**src/rtl/ip_tree_if.sv**
```systemverilog
// ----------------------------------------------------------------------------
// ip_tree_if
// Operand/result bundle for one 3:2 carry-save compressor stage.
//   a, b, c  : three P_SIZE-bit unsigned operands (driven by the master)
//   out0     : registered sum vector   (driven by the slave)
//   out1     : registered carry vector, already shifted to its bit weight
// Modports:
//   master : the producer of operands / consumer of results
//   slave  : the compressor stage itself
// ----------------------------------------------------------------------------
interface ip_tree_if #(
    parameter int P_SIZE = 16
);
    logic [P_SIZE-1:0] a;
    logic [P_SIZE-1:0] b;
    logic [P_SIZE-1:0] c;
    logic [P_SIZE-1:0] out0;
    logic [P_SIZE-1:0] out1;

    modport master (
        output a, b, c,
        input  out0, out1
    );

    modport slave (
        input  a, b, c,
        output out0, out1
    );
endinterface

```
**src/rtl/ip_tree.sv**
```systemverilog
// ----------------------------------------------------------------------------
// ip_tree
// Registered 3:2 carry-save compressor, one level of an adder tree.
// Reduces a, b, c to a sum vector and a carry vector such that
// out0 + out1 == a + b + c (mod 2^P_SIZE). Latency one cycle, one operand set
// per cycle, no handshake.
//
// Ports:
//   clk    : rising-edge clock
//   rst_n  : asynchronous, active-low reset; clears out0/out1
//   bus    : ip_tree_if.slave carrying a, b, c (in) and out0, out1 (out)
//
// Parameters:
//   P_SIZE : operand/result width, >= 2
//
// Optional build macro:
//   IP_TREE_SELFCHECK_EN : adds a simulation-only checker that compares the
//                          registered outputs against (a+b+c) mod 2^P_SIZE.
//                          Ports and synthesised logic are unchanged.
// ----------------------------------------------------------------------------
module ip_tree #(
    parameter int P_SIZE = 16
) (
    input  logic        clk,
    input  logic        rst_n,
    ip_tree_if.slave    bus
);

    logic [P_SIZE-1:0] s;
    logic [P_SIZE-1:0] k;
    logic [P_SIZE-1:0] sum;
    logic [P_SIZE-1:0] carry;

    // Independent full-adder cells; there is deliberately no carry chain.
    for (genvar i = 0; i < P_SIZE; i++) begin : g_cell
        assign s[i] = bus.a[i] ^ bus.b[i] ^ bus.c[i];
        assign k[i] = (bus.a[i] & bus.b[i]) |
                      (bus.a[i] & bus.c[i]) |
                      (bus.b[i] & bus.c[i]);
    end

    assign sum   = s;
    // Carry of cell i has weight 2^(i+1); the MSB carry falls off the top,
    // which is what makes the stage modulo 2^P_SIZE.
    assign carry = {k[P_SIZE-2:0], 1'b0};

    logic unused_msb_carry;
    assign unused_msb_carry = k[P_SIZE-1];

    // NOTE: sequential state uses non-blocking assignments so every register
    // samples pre-edge values regardless of process ordering.
    always_ff @(posedge clk or negedge rst_n) begin
        if (!rst_n) begin
            bus.out0 <= '0;
            bus.out1 <= '0;
        end else begin
            bus.out0 <= sum;
            bus.out1 <= carry;
        end
    end

`ifdef IP_TREE_SELFCHECK_EN
    // Reference sum and the operands that produced it, registered alongside
    // out0/out1 so all of them describe the same operand set.
    logic [P_SIZE-1:0] ref_sum;
    logic [P_SIZE-1:0] ref_a;
    logic [P_SIZE-1:0] ref_b;
    logic [P_SIZE-1:0] ref_c;
    logic [P_SIZE-1:0] out_total;

    always_ff @(posedge clk or negedge rst_n) begin
        if (!rst_n) begin
            ref_sum <= '0;
            ref_a   <= '0;
            ref_b   <= '0;
            ref_c   <= '0;
        end else begin
            ref_sum <= bus.a + bus.b + bus.c;
            ref_a   <= bus.a;
            ref_b   <= bus.b;
            ref_c   <= bus.c;
        end
    end

    assign out_total = bus.out0 + bus.out1;

    // Runs before this edge's register updates land, so it sees the pair
    // registered on the previous edge.
    always @(posedge clk) begin
        if (rst_n && !$isunknown(ref_sum) && (out_total !== ref_sum)) begin
            $error("ip_tree selfcheck @%0t: a=%h b=%h c=%h out0=%h out1=%h",
                   $time, ref_a, ref_b, ref_c, bus.out0, bus.out1);
        end
    end
`endif

endmodule

```
**src/flat_wrapper.sv**
```systemverilog
// flat-port wrapper written by rule: the top's interface ports become plain ports
module ip_tree_flat 
#(
    parameter int P_SIZE = 16
)
  (clk, rst_n, bus_a, bus_b, bus_c, bus_out0, bus_out1);
  ip_tree_if #(.P_SIZE(P_SIZE)) bus_i ();
  input  logic clk;
  input  logic rst_n;
  input wire logic [$bits(bus_i.a)-1:0] bus_a;
  input wire logic [$bits(bus_i.b)-1:0] bus_b;
  input wire logic [$bits(bus_i.c)-1:0] bus_c;
  output wire logic [$bits(bus_i.out0)-1:0] bus_out0;
  output wire logic [$bits(bus_i.out1)-1:0] bus_out1;
  assign bus_i.a = bus_a;
  assign bus_i.b = bus_b;
  assign bus_i.c = bus_c;
  assign bus_out0 = bus_i.out0;
  assign bus_out1 = bus_i.out1;
  ip_tree #(.P_SIZE(P_SIZE)) u_core (.clk(clk), .rst_n(rst_n), .bus(bus_i));
endmodule
```
**config.mk**
```make
export PLATFORM = sky130hd
export DESIGN_NAME = ip_tree_flat
export DESIGN_NICKNAME = d
export VERILOG_FILES = /design/src/rtl/ip_tree_if.sv /design/src/rtl/ip_tree.sv /design/src/flat_wrapper.sv
export SDC_FILE = /design/constraint.sdc
export NUM_CORES = 1
export LEC_CHECK = 0
export ABC_AREA = 1
export ABC_CLOCK_PERIOD_IN_PS = 800
export CORE_ASPECT_RATIO = 0.7
export CORE_MARGIN = 5
export CORE_UTILIZATION = 33
export DETAILED_ROUTE_END_ITERATION = 12
export HOLD_SLACK_MARGIN = 0.15
export PLACE_DENSITY_LB_ADDON = 0.05
export RECOVER_POWER = 25
export SETUP_SLACK_MARGIN = 0.02
export SLEW_MARGIN = 20
export SYNTH_ARGS = -nofsm -noshare
export SYNTH_HDL_FRONTEND = slang
export SYNTH_SLANG_ARGS = --single-unit
```
**constraint.sdc**
```tcl
create_clock -name clk -period 0.8 [get_ports clk]
set_clock_uncertainty 0.1 [all_clocks]
set_input_delay 0.12 -clock clk [delete_from_list [all_inputs] [get_ports clk]]
set_output_delay 0.12 -clock clk [all_outputs]
set_load 0.01 [all_outputs]
```
# Word level (Yosys, flattened, before mapping)
# Cells that the tools add are included.
totals:
  ff_bits: 31
  latchBits: 0
  mem_bits_rw: 0
  rom_bits: 0
  inputBits: 50
  elab_cells: 109
  mem_count: 0
classes:
  addsub: 0
  multipliers: 0
  div: 0
  n_lt_le_gt_ge: 0
  n_eq_ne: 0
  n_shift: 0
  muxes: 0
  bitwise_logic: 107
  reduce_logical: 0
op_table:
  columns: ["operator", "count"]
  rows:
  - ["$and A1 B1 Y1", 45]
  - ["$xor A1 B1 Y1", 32]
  - ["$or A1 B1 Y1", 30]

# Longest topological paths before layout
logic_depth:
  ltp_word: 3
  ltp_mapped: 5

# Worst setup path before layout
# OpenSTA, ideal clock, no wires.
synth_timing:
  path_type: "input port to flip-flop"
  from: "input bus_c[0]"
  to: "register u_core.bus.out0[0]"
  setup_ns: 0.136
  t_arrival_ns: 0.565
  required_ns: 0.564
  setup_slack_ns: -0.001
  stages: 1
  n_path_buf: 0
  path_cell_list: "fa_1"
synth_via:
  elab_chain_len: 1
synth_lines:
  columns: ["element", "line_no", "text"]
  rows:
  - ["from (decl)", "flat_wrapper.sv:12", "input wire logic [$bits(bus_i.c)-1:0] bus_c;"]
  - ["$xor A1 B1 Y1", "ip_tree.sv:36", "assign s[i] = bus.a[i] ^ bus.b[i] ^ bus.c[i];"]
  - ["to (signal assigned)", "ip_tree.sv:57", "bus.out0 <= sum;"]
  - ["to (decl)", "ip_tree_if.sv:27", "output out0, out1"]
# Every way passes these cells.

# Worst setup path in the final report
layout_timing:
  from: "register u_core.bus.out0[0]"
  to: "output bus_out0[0]"
layout_rtl:
  columns: ["element", "line_no", "text"]
  rows:
  - ["to (decl)", "flat_wrapper.sv:13", "output wire logic [$bits(bus_i.out0)-1:0] bus_out0;"]
# No word-level cell between the ends.

==> results.cfg <==
[status]
status = complete, but fails checks
violations = negative setup slack

[route]
vias = 779
drc = 0
wire_per_inst_microns = 13.31
ant_nets = 0
dr.pass1.iters = 2
drt_wl_total_mm = 2.542
viasPerCell = 4.079
drtIter0Drc = 2

[critical_path]
cp_slowest_stage_delay_ns = 0.36
crit_family = flip-flops
critPathSlowestCell = dfrtp_1
worstPathCellList = buf_2
start_kind = flip-flop
arrival_ns = 0.76
required_ns = 0.58
path_buf_inv = 1
critical_path_class = flip-flop to output port
worstPathMaxFanout = 1
critPathCaptureType = output port

[finish]
final_layout_size_suffix_gt1_share_pct = 27.78
antennaDiodeCount = 0
nNetsFinal = 210
fin_cells = 191
final_util_pct = 59.91
area_growth_pct = 71.46

[global_routing]
antenna_found_initial = 0
grt-ovfl-total = 0
grtUsageTotal_pct = 11.84
grt_pass1_wl_mm = 4.057
grt_start_max_net_pins = 17
grt_pass1_vias = 874

[synthesis]
syn_avg_cell_area_sq_um = 19.69
synth.area.top_cells = dfrtp_1 (69%), fa_1 (27%), nand2_1 (1.7%)
synth_top_area_share_pct = 69.12
synth_cells = 57
syn_area_sq_um = 1122
yosysWarningCount = 0
synth_cell_types = 7
syn_nets = 122
synth_largest_area_cell = dfrtp_1
synth.yosys.seq_area_share_pct = 69.12
ys_seq_elements = 31

[sta]
finalSetupViolations = 31
hold_violations = 0
finalCritPeriodShare_pct = 123.0
layout_min_cycle_time_ns = 0.9841
worst_slack_ns = -0.1841
rsz0062_at_grt = yes
fmax_mhz = 1016
drv_slew = 0

[clocking]
cts_sinks = 31
cts_root_buf = clkbuf_8
clk_pin_slew_worst_paths_ns = 0.06
h-tree-depth = 2
clockBufferDepth = 2
cts_made_buffers = 5
cts_tree = done

[floorplanning]
core_area_sq_um = 3212
start_util_pct = 34.94
fp.dieArea_sq_um = 4686
die_h_microns = 58.79
core.rowCount = 17
boundaryPins = 82
fp.dieW_microns = 79.71

[place]
io_buffers = 80
routabilityCongestion = 0.6628
place_inst = 185
dp_hpwl_mm = 2.190

[power_and_ir_drop]
swShare_pct = 23.83
max-vdd-ir-drop_mv = 0.9962
p_sw_mw = 0.8427
p_int_mw = 2.694
p_per_area_nw_per_um2 = 1838
p_leak_nw = 0.9408
comb_power_share_pct = 19.5
pwr-share-clk_pct = 29.8
power_frac_seq_pct = 50.7

[hold_path]
min_path_type = input port to flip-flop

[job]
maxCapViolations = 0
## per-layer routing
| layer | part of all wire [%] | GRT usage, % | vias up |
|---|---|---|---|
| li1 | - | - | 341 |
| met2 | 53 | 20.57 | 44 |
| met3 | 15 | 6.881 | 2 |
| met5 | 0 | 0 | - |
| met4 | 0.39 | 3.676 | 0 |
| met1 | 31 | 12.14 | 392 |
## cells in the mapped netlist (all sizes together)
cell and count:
dfrtp 31, nand2 5, inv 3, buf 1, fa 15, nand3 1
conb 1
## flip-flops by register name (all words and copies together), names as in the netlist
name / flops
u_core.bus.out1: 15
u_core.bus.out0: 16
## kinds of logic (layout without fill, tap and decap cells)
family	count (synthesis)	after routing	synth area share, %
other cells	1	1	0.3341
buf+inv	4	91	1.672
flops	31	31	69.12
simple gates	6	6	2.118
fa+ha+maj	15	15	26.76
## cells in the final DEF (no fill, tap or decap)
cell type        count
buf_2               22
buf_6                9
clkbuf_1             1
clkbuf_2             3
clkbuf_4             1
clkbuf_8             5
clkdlybuf4s15_1     21
clkdlybuf4s50_1      1
conb_1               1
dfrtp_1             31
dlygate4sd2_1       23
dlygate4sd3_1        1
dlymetal6s2s_1       1
fa_1                15
inv_1                3
nand2_1              5
nand3_1              1
## layout make-up
type                            instances  area (sq um)
Inverter                                3         11.26
Clock buffer                            6         72.57
Fill cell                             276          1287
Sequential cell                        31         775.7
Multi-Input combinational cell         22         327.8
Tap cell                               47         58.81
Timing Repair Buffer                   82         678.2
## worst paths after layout
kind / cells after the start / end / startpoint
worst max-delay path: 1 / bus_out0[0] / u_core.bus.out0[0]$_DFF_PN0_
worst min-delay path: 2 / u_core.bus.out1[5]$_DFF_PN0_ / bus_c[4]
max in group asynchronous: 2 / u_core.bus.out0[10]$_DFF_PN0_ / rst_n
min in group asynchronous: 2 / u_core.bus.out1[13]$_DFF_PN0_ / rst_n
## repair_timing
item,4_1_cts,5_1_grt
resized for setup,187,18
endpoints found under the hold margin,21,13
buffers inserted,0,0
endpoints found under the setup margin,62,41
pin swaps,14,8
## power by group through the flow
stage	clock [mW]	sequential (mW)	combinational, mW
6_report	1.05	1.79	0.688
5_1_grt	1.18	1.81	0.772
2_1_floorplan	0	1.92	0.0829
3_3_place_gp	0	1.81	0.901
3_5_place_dp	0	1.82	0.926
4_1_cts	1.11	1.79	0.692
## stage by stage
step	cell area (sq um)	worst slack, ns	hold slack (ns)	setup TNS, ns	power [mW]
after detailed placement	2014	-0.4987	0.4565	-21.65	2.746
after global placement	2014	-0.4634	0.4614	-21.07	2.715
after global routing	1924	-0.2253	0.07186	-6.463	3.763
final	1924	-0.1841	0.04723	-5.368	3.537
after floorplan	1122	-0.0005622	-0.2756	-0.008433	2.002
after CTS	1911	-0.2012	0.1341	-5.885	3.588
No activity file was read; power rests on OpenSTA's default activity.
